File: config.mk
export PLATFORM = sky130hd
export DESIGN_NAME = spi_ufi_burst_sequencer
export DESIGN_NICKNAME = d
export VERILOG_FILES = /design/src/rtl/spi_ufi_pkg.sv /design/src/rtl/ufi_wr_fifo.sv /design/src/rtl/spi_ufi_burst_sequencer.sv
export SDC_FILE = /design/constraint.sdc
export NUM_CORES = 1
export LEC_CHECK = 0
export CORE_UTILIZATION = 55
export DETAILED_ROUTE_END_ITERATION = 16
export PLACE_DENSITY = 0.77
export SLEW_MARGIN = 20
export SYNTH_ARGS = -nofsm -noshare
export SYNTH_HDL_FRONTEND = slang
export SYNTH_HIERARCHICAL = 1
export SYNTH_SLANG_ARGS = --single-unit
File: constraint.sdc
create_clock -name iSysClk -period 9.6 [get_ports iSysClk]
set_clock_uncertainty 0.15 [all_clocks]
set_input_delay 0.96 -clock iSysClk [delete_from_list [all_inputs] [get_ports iSysClk]]
set_output_delay 0.96 -clock iSysClk [all_outputs]
set_load 0.005 [all_outputs]
File: src/rtl/spi_ufi_pkg.sv
// Shared definitions for the SPI-to-UFI burst write path.
//   cUfiWrCmd        : SPI command code that selects a UFI write burst
//   cAdrsStepDefault : default byte increment between consecutive burst words
//   seqState_t       : burst sequencer state encoding
package spi_ufi_pkg;

  localparam logic [1:0]  cUfiWrCmd        = 2'b11;
  localparam int unsigned cAdrsStepDefault = 4;

  typedef enum logic [1:0] {
    sIdle  = 2'b00,
    sRun   = 2'b01,
    sAbort = 2'b10
  } seqState_t;

endpackage

File: src/rtl/ufi_wr_fifo.sv
// Synchronous 32-bit FIFO buffering SPI words ahead of the UFI write bus.
//   iSysClk/iSysRst : clock, asynchronous active-high reset
//   push/din        : write a word (ignored when full unless popping the same cycle)
//   pop/dout        : dout is the head word (0 when empty); pop advances past it
//   flush           : synchronous discard of all contents
//   full/empty      : occupancy flags
module ufi_wr_fifo #(
  parameter int unsigned pFifoDepth = 8
) (
  input  logic        iSysClk,
  input  logic        iSysRst,
  input  logic        push,
  input  logic        pop,
  input  logic        flush,
  input  logic [31:0] din,
  output logic [31:0] dout,
  output logic        full,
  output logic        empty
);

  localparam int unsigned cPtrW = $clog2(pFifoDepth);

  logic [31:0]    mem [pFifoDepth];
  logic [cPtrW:0] wrPtr;
  logic [cPtrW:0] rdPtr;
  logic           doPush;
  logic           doPop;

  assign empty  = (wrPtr == rdPtr);
  assign full   = (wrPtr[cPtrW-1:0] == rdPtr[cPtrW-1:0]) && (wrPtr[cPtrW] != rdPtr[cPtrW]);
  assign doPop  = pop & ~empty;
  // When full, a simultaneous pop frees the head slot this cycle, so the write may reuse it.
  assign doPush = push & (~full | doPop);
  assign dout   = empty ? '0 : mem[rdPtr[cPtrW-1:0]];

  always_ff @(posedge iSysClk or posedge iSysRst) begin
    if (iSysRst) begin
      wrPtr <= '0;
      rdPtr <= '0;
    end else if (flush) begin
      wrPtr <= '0;
      rdPtr <= '0;
    end else begin
      if (doPush) wrPtr <= wrPtr + 1'b1;
      if (doPop)  rdPtr <= rdPtr + 1'b1;
    end
  end

  always_ff @(posedge iSysClk) begin
    if (doPush && !flush) mem[wrPtr[cPtrW-1:0]] <= din;
  end

endmodule

File: src/rtl/spi_ufi_burst_sequencer.sv
// Sequences SPI-slave UFI write bursts onto the UFI master write bus.
//   iSysClk, iSysRst        : clock, asynchronous active-high reset
//   iSRd/iSAdrs/iSCmd/iSRdVd: SPI word, burst base address, command, strobe
//   iSDLen                  : burst word count, 0 when SPI idle (aborts an open burst)
//   iMUfiRdy                : UFI slave ready
//   oMUfiWd/oMUfiAdrs       : UFI write data/address, stable while stalled
//   oMUfiWEd                : write valid; transfer on oMUfiWEd & iMUfiRdy
//   oMUfiWVd                : burst window (RUN state)
//   oSBusy, oSDone          : not idle; one-cycle pulse after the last accepted word
//   oSOvf, oSErr            : sticky overflow / abort flags, cleared at burst start
module spi_ufi_burst_sequencer
  import spi_ufi_pkg::*;
#(
  parameter int unsigned pFifoDepth = 8,
  parameter int unsigned pAdrsStep  = cAdrsStepDefault
) (
  input  logic        iSysClk,
  input  logic        iSysRst,
  input  logic [31:0] iSRd,
  input  logic [31:0] iSAdrs,
  input  logic [1:0]  iSCmd,
  input  logic [15:0] iSDLen,
  input  logic        iSRdVd,
  input  logic        iMUfiRdy,
  output logic [31:0] oMUfiWd,
  output logic [31:0] oMUfiAdrs,
  output logic        oMUfiWEd,
  output logic        oMUfiWVd,
  output logic        oSBusy,
  output logic        oSDone,
  output logic        oSOvf,
  output logic        oSErr
);

  localparam logic [31:0] cStep = 32'(pAdrsStep);

  seqState_t   state, stateNxt;
  logic [31:0] base;
  logic [15:0] len, rxCnt, txCnt, dropCnt;
  logic        doneQ, ovfQ, errQ;

  logic        pushEv, startEv, abortEv, runPush, dropEv, xferEv, lastEv;
  logic        fifoPush, fifoFull, fifoEmpty;
  logic [31:0] fifoDout;

  assign pushEv  = iSRdVd && (iSCmd == cUfiWrCmd);
  assign startEv = (state == sIdle) && pushEv && (iSDLen != '0);
  assign abortEv = (state == sRun) && (iSDLen == '0) && (rxCnt < len);
  assign runPush = (state == sRun) && pushEv && (rxCnt < len) && !abortEv;
  assign xferEv  = oMUfiWEd && iMUfiRdy;
  assign dropEv  = runPush && fifoFull && !xferEv;
  // Dropped words never reach the bus, so the burst completes after len-dropCnt transfers.
  assign lastEv  = xferEv && !abortEv &&
                   (({1'b0, txCnt} + 17'd1) == ({1'b0, len} - {1'b0, dropCnt}));
  assign fifoPush = startEv || (runPush && !dropEv);

  ufi_wr_fifo #(.pFifoDepth(pFifoDepth)) uFifo (
    .iSysClk (iSysClk),
    .iSysRst (iSysRst),
    .push    (fifoPush),
    .pop     (xferEv),
    .flush   (abortEv),
    .din     (iSRd),
    .dout    (fifoDout),
    .full    (fifoFull),
    .empty   (fifoEmpty)
  );

  always_ff @(posedge iSysClk or posedge iSysRst) begin
    if (iSysRst) state <= sIdle;
    else         state <= stateNxt;
  end

  always_comb begin
    stateNxt  = state;
    oMUfiWEd  = 1'b0;
    oMUfiWVd  = 1'b0;
    oSBusy    = 1'b1;
    case (state)
      sIdle: begin
        oSBusy = 1'b0;
        if (startEv) stateNxt = sRun;
      end
      sRun: begin
        oMUfiWVd = 1'b1;
        oMUfiWEd = !fifoEmpty;
        if (abortEv)     stateNxt = sAbort;
        else if (lastEv) stateNxt = sIdle;
      end
      sAbort:  stateNxt = sIdle;
      default: stateNxt = sIdle;
    endcase
  end

  always_ff @(posedge iSysClk or posedge iSysRst) begin
    if (iSysRst) begin
      base    <= '0;
      len     <= '0;
      rxCnt   <= '0;
      txCnt   <= '0;
      dropCnt <= '0;
      doneQ   <= 1'b0;
      ovfQ    <= 1'b0;
      errQ    <= 1'b0;
    end else begin
      doneQ <= lastEv;
      if (startEv) begin
        base    <= iSAdrs;
        len     <= iSDLen;
        rxCnt   <= 16'd1;
        txCnt   <= '0;
        dropCnt <= '0;
        ovfQ    <= 1'b0;
        errQ    <= 1'b0;
      end else begin
        if (runPush) rxCnt <= rxCnt + 16'd1;
        if (dropEv) begin
          dropCnt <= dropCnt + 16'd1;
          ovfQ    <= 1'b1;
        end
        if (xferEv)  txCnt <= txCnt + 16'd1;
        if (abortEv) errQ  <= 1'b1;
      end
    end
  end

  assign oMUfiWd   = fifoDout;
  assign oMUfiAdrs = base + (32'(txCnt) * cStep);
  assign oSDone    = doneQ;
  assign oSOvf     = ovfQ;
  assign oSErr     = errQ;

endmodule

Word-level counts from Yosys, hierarchy flattened

Memory sizes are Yosys's and may differ from the RTL's.
Cells that the tools add are included.

ROM bits: 0
Register bits after elaboration: 109
RAM bits: 256
Memories kept: 1
Bits in latches: 0

Memory list:

| memory    | depth | bits a word | read ports | clocked after Yosys merged registers in | wr ports | line              | text |
|---|---|---|---|---|---|---|---|
| uFifo.mem | 8     | 32          | 1          | 0                                       | 1        | ufi_wr_fifo.sv:23 | `logic [31:0] mem [pFifoDepth];` |

Add/sub/neg operators: 8
Bitwise logic cells: 5
$lt $le $gt $ge: 1
Multipliers: 0
Equal/unequal tests: 8
Muxes and demuxes: 24
Reductions and logical operators: 31
Divide/modulo/power cells: 0
Shift operators: 0

Operator list:

| kind                    | number |
|---|---|
| $mux W16                | 6 |
| $add A16 B1 Y16 const B | 3 |
| $add A32 B18 Y32        | 1 |
| $mux W32                | 1 |
| $add A16 B1 Y17 const B | 1 |
| $eq A17 B17 Y1          | 1 |
| $sub A16 B16 Y17        | 1 |
| $logic_and A1 B1 Y1     | 16 |
| $logic_not A16 Y1       | 1 |
| $lt A16 B16 Y1          | 1 |
| $mux W4                 | 4 |
| $reduce_bool A16 Y1     | 1 |
| $reduce_bool A2 Y1      | 6 |
| $mux W1                 | 9 |
| $add A4 B1 Y4 const B   | 2 |
| $mux W2                 | 3 |
| $eq A4 B4 Y1            | 1 |
| $logic_not A1 Y1        | 4 |
| $pmux W2 S2             | 1 |
| $eq A3 B3 Y1            | 1 |
| $ne A3 B2 Y1 const B    | 1 |
| $and A1 B1 Y1           | 2 |
| $eq A2 B1 Y1 const B    | 1 |
| $eq A2 B2 Y1 const B    | 1 |
| other kinds (7)         | 8 |

Longest topological paths before layout

Gate-level depths: netlist of run 1.

Depth in word-level cells: 14
Mapped depth: 14
Depth with buffers taken out: 13

Hierarchy

Netlist of run 1, hierarchy kept.

By module, submodules not included:

| module                  | times used | seq. area each (um^2) | cells each | area each (um^2) |
|---|---|---|---|---|
| ufi_wr_fifo             | 1          | 7887.6                | 490        | 10408.7 |
| spi_ufi_burst_sequencer | 1          | 2527.4                | 846        | 7048.0 |

Worst setup path after synthesis of run 1

OpenSTA, ideal clock, no wires.

Path kind: register to register
Start point: reg rxCnt[9]
End point: mem uFifo.mem[1][0], enable pin
Required time: 8989 ps
Path slack: 4020 ps
Period minus slack after synthesis: 5580 ps
Arrival: 4969 ps
Cell stages (with the launch flop): 14
Cell sequence: dfrtp_1 -> ha_1 -> a21oi_1 -> nor2b_1 -> o21ai_1 -> a21oi_1 -> o31ai_2 -> nand3_1 -> clkbuf_1 -> o21ai_0 -> clkbuf_1 -> nor2b_1 -> o211ai_1 -> nor3_1

Cells in the longest elaborated chain, start to end: 13

Ends and longest elaborated chain:

| element                           | line                                                         | text |
|---|---|---|
| from (decl)                       | spi_ufi_burst_sequencer.sv:39                                | `logic [15:0] len, rxCnt, txCnt, dropCnt;` |
| from (signal assigned)            | spi_ufi_burst_sequencer.sv:116                               | `if (runPush) rxCnt <= rxCnt + 16'd1;` |
| $lt A16 B16 Y1 *                  | spi_ufi_burst_sequencer.sv:48, spi_ufi_burst_sequencer.sv:49 |  |
| $logic_and A1 B1 Y1               | spi_ufi_burst_sequencer.sv:48                                | `assign abortEv = (state == sRun) && (iSDLen == '0) && (rxCnt < len);` |
| $logic_not A1 Y1                  | spi_ufi_burst_sequencer.sv:49                                | `assign runPush = (state == sRun) && pushEv && (rxCnt < len) && !abortEv;` |
| $logic_and A1 B1 Y1 *             | spi_ufi_burst_sequencer.sv:49                                |  |
| $logic_and A1 B1 Y1 (2 in series) | spi_ufi_burst_sequencer.sv:51                                | `assign dropEv = runPush && fifoFull && !xferEv;` |
| $logic_not A1 Y1                  | spi_ufi_burst_sequencer.sv:55                                | `assign fifoPush = startEv \|\| (runPush && !dropEv);` |
| $logic_and A1 B1 Y1 *             | spi_ufi_burst_sequencer.sv:55                                |  |
| $logic_or A1 B1 Y1 *              | spi_ufi_burst_sequencer.sv:55                                |  |
| via fifoPush                      | spi_ufi_burst_sequencer.sv:43                                | `logic fifoPush, fifoFull, fifoEmpty;` |
| $and A1 B1 Y1 *                   | ufi_wr_fifo.sv:33                                            | `assign doPush = push & (~full \| doPop);` |
| $logic_and A1 B1 Y1 *             | ufi_wr_fifo.sv:50                                            | `if (doPush && !flush) mem[wrPtr[cPtrW-1:0]] <= din;` |
| $mux W1 *                         | ufi_wr_fifo.sv:50                                            |  |
| $mux W1 (not written as such) *   | ufi_wr_fifo.sv:50                                            |  |
| to (decl)                         | ufi_wr_fifo.sv:23                                            |  |

Mark *: on every way through the listed nets, which the timed path passes. The rest lies on a longest branch.

Final worst setup path of run 1

Start point: reg rxCnt[9]
End point: mem uFifo.mem[0][4], enable pin

Same word-level chain as after synthesis.

==> impl_metrics.env, run 1 <==
export IMPL_row_count=64
export IMPL_dp_worst_setup_slack_ns=3.64
export IMPL_place_area_um2=19400
export IMPL_htree_levels=2
export IMPL_fin_cells=1914
export IMPL_cts_hold_buf=0
export IMPL_setup_viol=0
export IMPL_fin_hold_ws_ns=0.330
export IMPL_fin_crit_ns=5.59
export IMPL_initial_core_util_pct=56.5
export IMPL_antenna_found_initial=1
export IMPL_max_freq_mhz=179
export IMPL_ios=156
export IMPL_grt_pass1_vias=11800
export IMPL_arrival_ns=5.64
export IMPL_grt_overflow=0
export IMPL_area_growth_pct=18.3
export IMPL_antenna_left=0
export IMPL_cts_buffer_depth=3
export IMPL_r2r_start="rxCnt[9]"
export IMPL_final_nets=1630
export IMPL_synth_ff_type="edfxtp_1"
export IMPL_cap_violations=0
export IMPL_cts_buffers=38
export IMPL_grt_usage_pct=24.2
export IMPL_firstDrtPassIters=5
export IMPL_tns_ns=0
export IMPL_synth_seq_cells=365
export IMPL_worstSetupStartpointType="flip-flop"
export IMPL_cts_tree="built"
export IMPL_r2r_slack_ns=4.01
export IMPL_slew_violations=0
export IMPL_yosysWarningCount=6
export IMPL_yosysSeqAreaShare_pct=59.7
export IMPL_min_period_over_period_pct=58.3
export IMPL_hold_class="flip-flop to flip-flop"
export IMPL_syn_area_um2=17500
export IMPL_placed_cells=1842
export IMPL_cts_resized=0
export IMPL_fin_ws_ns=4.01
export IMPL_ir_drop_uv=235
export IMPL_status="finished, final reports clean"
export IMPL_diodes=0
export IMPL_rsz0062_at_grt="false"
export IMPL_power_density_nw_per_um2=227
export IMPL_p_leak_nw=7.75
export IMPL_layout_commonest_cell="edfxtp_1"
export IMPL_core_um2=30900
export IMPL_post_cts_buffers=0
export IMPL_worst_setup_path_end_kind="flip-flop"
export IMPL_numClockSinks=365
export IMPL_grt_first_pass_wirelength_mm=61.9
export IMPL_place_gp_congestion=0.885
export IMPL_ys_async_sr_fraction_pct=29.9
export IMPL_drive_above_1_share_pct=10.8
export IMPL_r2r_end="uFifo/mem[0][4]"
export IMPL_worst_pin_slew_ns=1.09
export IMPL_grt_max_degree=75
export IMPL_vias_per_cell=6.01
export IMPL_synth_top_cell_area_share_pct=44.0
export IMPL_synthCells=1336
export IMPL_syn_area_per_cell_um2=13.1
export IMPL_final_hold_viol_count=0
export IMPL_ys_top_cells_by_area="edfxtp_1, dfrtp_1, mux4_2, ha_1, nand2_1"
export IMPL_post_synth_top_area_cell="edfxtp_1"
export IMPL_die_width_um=180
export IMPL_maxSlewHeadroom_pct=27.2
export IMPL_vias=11500
export IMPL_setup_worst_path_end="uFifo/mem[0][4]"
export IMPL_crit_type="flip-flop to flip-flop"
export IMPL_critPathRequiredTime_ns=9.64
export IMPL_routed_wl_mm=38.9
export IMPL_worstRegToRegCells=12
export IMPL_critical_path_max_fanout=22
export IMPL_holdPathStages=2
export IMPL_wl_per_cell_um=20.3
export IMPL_io_buffers=155
export IMPL_clk_pin_slew_ns=0.06
export IMPL_dp_hpwl_mm=24.7
export IMPL_synth_nets=1477
export IMPL_n_fill_cell=2239
export IMPL_drc=0
export IMPL_cts_root_buf="clkbuf_16"
export IMPL_die_area_um2=32500
export IMPL_clk_latency_ns=0.55
export IMPL_final_cell_mix="edfxtp_1, nand2_1, clkdlybuf4s50_1, dfrtp_1, nor2_1"
export IMPL_fin_area_um2=20700
export IMPL_synth_edff_count=256
export IMPL_dr_first_iter_drc_count=851
export IMPL_cp_startpoint="rxCnt[9]"
export IMPL_synth_cell_type_count=73
export IMPL_die_height_um=180
[routing by layer]
layer | routed length [um] | vias to the layer above | track usage [%]
met4 | 1080 | 0 | 8.38
li1 | - | 5306 | -
met1 | 16100 | 5708 | 31.1
met3 | 2240 | 97 | 3.60
met5 | 0 | - | 0
met2 | 19600 | 396 | 42.2
[cells in the mapped netlist (all sizes together), types with 3 or more instances]
cell and count:
dfrtp 109, xnor2 58, o31a 3, nor4 14
o41ai 4, mux2i 36, clkbuf 29, o211a 3
and4 3, a211o 4, or4 10, a211oi 4
a21oi 43, or3 19, or2 4, o21a 10
mux4 64, buf 26, nor2 96, nand3 32
nor2b 9, o311ai 4, and2 5, nand4 24
a21o 10, nand2 166, o211ai 7, nor3 20
nand2b 6, inv 53, o21ai 69, a31oi 3
xor2 19, and3 17, edfxtp 256, o31ai 18
ha 53
[worst max-delay path: stages (launching register included)]
cell,delay (ns)
dfrtp_1,0.44
ha_1,0.32
a21oi_1,0.15
nor2b_1,0.06
o21ai_1,0.13
a21oi_1,0.11
o31ai_2,0.53
nand3_1,0.55
o21ai_1,0.81
nor2b_1,0.32
o211ai_1,0.35
nor3_2,0.84
buf_4,0.49
[sequential cells by signal, summed over array words and instances (netlist names)]
name and flops:
uFifo/rdPtr 4, len 16, oSOvf 1, base 32, rxCnt 16, uFifo/wrPtr 4, txCnt 16, uFifo/mem 256
oSDone 1, oSErr 1, dropCnt 16, state 2
[layout make-up]
type	instances	area, um2	share of cell area (%)
Sequential cell	365	10400	50.4
Multi-Input combinational cell	863	6650	32.2
Timing Repair Buffer	168	1700	8.24
Clock buffer	49	1000	4.85
Tap cell	396	495	2.40
Inverter	53	201	0.975
Clock inverter	20	190	0.921
[logic make-up (layout without fill, tap and decap cells)]
logic type / count (synthesis) / in the layout / synth area share [%]
flops: 365 / 365 / 59.7
simple gates: 431 / 431 / 11.8
xor+xnor: 77 / 77 / 3.99
mux: 100 / 100 / 10.3
compound gates: 200 / 200 / 7.53
fa+ha+maj: 55 / 55 / 4.03
buf+inv: 108 / 290 / 2.66
[power breakdown]
part / internal (mW) / total [mW] / switching [mW] / leakage, nW
clock network: 0.802 / 1.42 / 0.615 / 0.578
logic: 0.728 / 1.39 / 0.665 / 3.50
registers: 1.78 / 1.89 / 0.104 / 3.68
total: 3.31 / 4.70 / 1.38 / 7.75
[metrics by stage]
stage	power, mW	utilization (%)
floorplan	2.78	-
global placement	3.28	62.7
detailed placement	3.31	62.7
CTS	4.73	66.6
global route	4.90	66.8
finish	4.70	66.8
[how the worst min path moves through the flow]
stage	start	endpoint	slack, ns
final	base[0]	base[0]	0.33
after global routing	oSErr	oSErr	0.36
after CTS	base[0]	base[0]	0.33
after detailed placement	base[0]	base[0]	0.32
after global placement	oSErr	oSErr	0.31
after floorplan	base[0]	base[0]	0.30
Note: power is estimated with default switching activity, not from simulation.
==> run 2, diff against run 1 <==
clock period = 5.5 ns   (was 9.6 ns; I/O delays follow)
==> run 2 against run 1 <==
Effect of this change:
- count of clock-buffer cells in the layout is 5 lower
- critical path type unchanged
- utilization is 0.42 points higher
- register-to-register slack worse by 3.3 ns
- first-iteration DRC count is 6.9% lower
- non-clock buffer count is 8 higher
- clock power is 76% higher
- largest cell class unchanged
- power is 76% higher
- sequential cell count stayed put
- die area stayed put
==> impl_metrics.env, run 2 (synthesis gave the netlist of run 1 again) <==
export IMPL_status="finished, final reports clean"
export IMPL_crit_type="flip-flop to flip-flop"
export IMPL_critPathRequiredTime_ns=5.58
export IMPL_critPathBufInv=2
export IMPL_ios=156
export IMPL_power_density_nw_per_um2=398
export IMPL_slew_violations=0
export IMPL_post_cts_buffers=0
export IMPL_tns_ns=0
export IMPL_r2r_start="rxCnt[9]"
export IMPL_r2r_slack_ns=0.67
export IMPL_setup_viol=0
export IMPL_drive_above_1_share_pct=11.5
export IMPL_place_gp_congestion=0.896
export IMPL_slowest_stage="nor2_4"
export IMPL_crit_chain="ha_1 -> a21oi_1 -> nor2b_1 -> o21ai_1 -> a21oi_1 -> o31ai_2 -> nand3_1 -> o21ai_0 -> buf_4 -> nor2b_1 -> o211ai_1 -> nor2_4 -> buf_12"
export IMPL_cpLargestDelayFamily="compound AO/OA/AOI/OAI gates"
export IMPL_grt_pass1_vias=11700
export IMPL_final_hold_viol_count=0
export IMPL_cts_hold_buf=0
export IMPL_numClockSinks=365
export IMPL_min_period_over_period_pct=87.8
export IMPL_die_area_um2=32500
export IMPL_ir_drop_uv=419
export IMPL_htree_levels=2
export IMPL_cap_violations=0
export IMPL_final_nets=1638
export IMPL_wl_per_cell_um=20.6
export IMPL_max_stage_delay_ns=0.59
export IMPL_arrival_ns=4.92
export IMPL_worst_setup_path_end_kind="flip-flop"
export IMPL_area_growth_pct=19.1
export IMPL_cts_resized=0
export IMPL_worstRegToRegCells=13
export IMPL_initial_core_util_pct=56.5
export IMPL_maxSlewHeadroom_pct=35.6
export IMPL_routed_wl_mm=39.5
export IMPL_fin_crit_ns=4.83
export IMPL_diodes=0
export IMPL_cts_tree="built"
export IMPL_cts_root_buf="clkbuf_16"
export IMPL_worst_pin_slew_ns=0.966
export IMPL_vias=11500
export IMPL_largest_register_ff_count=256
export IMPL_rsz0062_at_grt="false"
export IMPL_drc=0
export IMPL_grt_overflow=0
export IMPL_vias_per_cell=5.98
export IMPL_power_total_mw=8.27
export IMPL_fin_cells=1922
export IMPL_hold_class="input pin to asynchronous set/reset pin"
export IMPL_clk_pin_slew_ns=0.06
export IMPL_dp_hpwl_mm=26.3
export IMPL_core_um2=30900
export IMPL_cts_buffer_depth=3
export IMPL_grt_first_pass_wirelength_mm=63.0
export IMPL_antenna_found_initial=0
export IMPL_dr_first_iter_drc_count=792
export IMPL_clk_latency_ns=0.53
export IMPL_die_height_um=180
export IMPL_firstDrtPassIters=6
export IMPL_final_cell_mix="edfxtp_1, nand2_1, clkdlybuf4s50_1, dfrtp_1, nor2_1"
export IMPL_antenna_left=0
export IMPL_placed_cells=1853
export IMPL_io_buffers=155
export IMPL_p_leak_nw=7.80
export IMPL_grt_usage_pct=24.7
export IMPL_critical_path_max_fanout=20
export IMPL_cts_buffers=38
export IMPL_grt_max_degree=94
export IMPL_die_width_um=180
export IMPL_r2r_end="uFifo/mem[2][26]"
export IMPL_worstSetupStartpointType="flip-flop"
export IMPL_row_count=64
export IMPL_layout_commonest_cell="edfxtp_1"
export IMPL_max_freq_mhz=207
export IMPL_fin_hold_ws_ns=0.256
run 2: changes by cell type in the layout (fill, tap and decap cells not counted), sizes merged:
cell      change
clkinvlp      +4
bufinv        +1
clkbuf        -5
buf           +8
run 2: per-layer routing:
metal | global-route usage, % | wire (um) | vias up | share of wire, %
met1 | 32.4 | 16600 | 5722 | 42
li1 | - | - | 5334 | -
met3 | 3.86 | 2180 | 73 | 5.5
met2 | 42.6 | 19800 | 362 | 50
met4 | 7.32 | 1010 | 0 | 2.6
met5 | 0 | 0 | - | 0
run 2: report_power, final:
| group | switching (mW) | leakage (nW) | internal (mW) |
|---|---|---|---|
| registers | 0.143 | 3.68 | 3.11 |
| logic | 1.23 | 3.55 | 1.28 |
| clock network | 1.07 | 0.579 | 1.43 |
run 2: per-stage QoR:
step | utilization, % | setup WS (ns) | area, um2
floorplan | - | 0.771 | 17500
global placement | 63.3 | 0.992 | 19600
detailed placement | 63.3 | 0.774 | 19600
CTS | 67.2 | 0.728 | 20800
global route | 67.2 | 0.447 | 20800
finish | 67.2 | 0.668 | 20800
run 2: layout make-up:
class	instances	area (um2)
Sequential cell	365	10400
Fill cell	2167	10100
Multi-Input combinational cell	863	6660
Timing Repair Buffer	176	1780
Clock buffer	44	973
Tap cell	396	495
Clock inverter	25	253
Inverter	53	201
run 2: how the worst max path moves through the flow:
stage	depth (start not counted)	slack (ns)	from	to
after global placement	13	0.99	rxCnt[9]	uFifo/mem[5][1]
after detailed placement	13	0.77	rxCnt[9]	uFifo/mem[5][27]
after global routing	13	0.45	rxCnt[9]	uFifo/mem[5][14]
after CTS	13	0.73	rxCnt[9]	uFifo/mem[5][14]
final	13	0.67	rxCnt[9]	uFifo/mem[2][26]
after floorplan	13	0.77	rxCnt[9]	uFifo/mem[5][0]
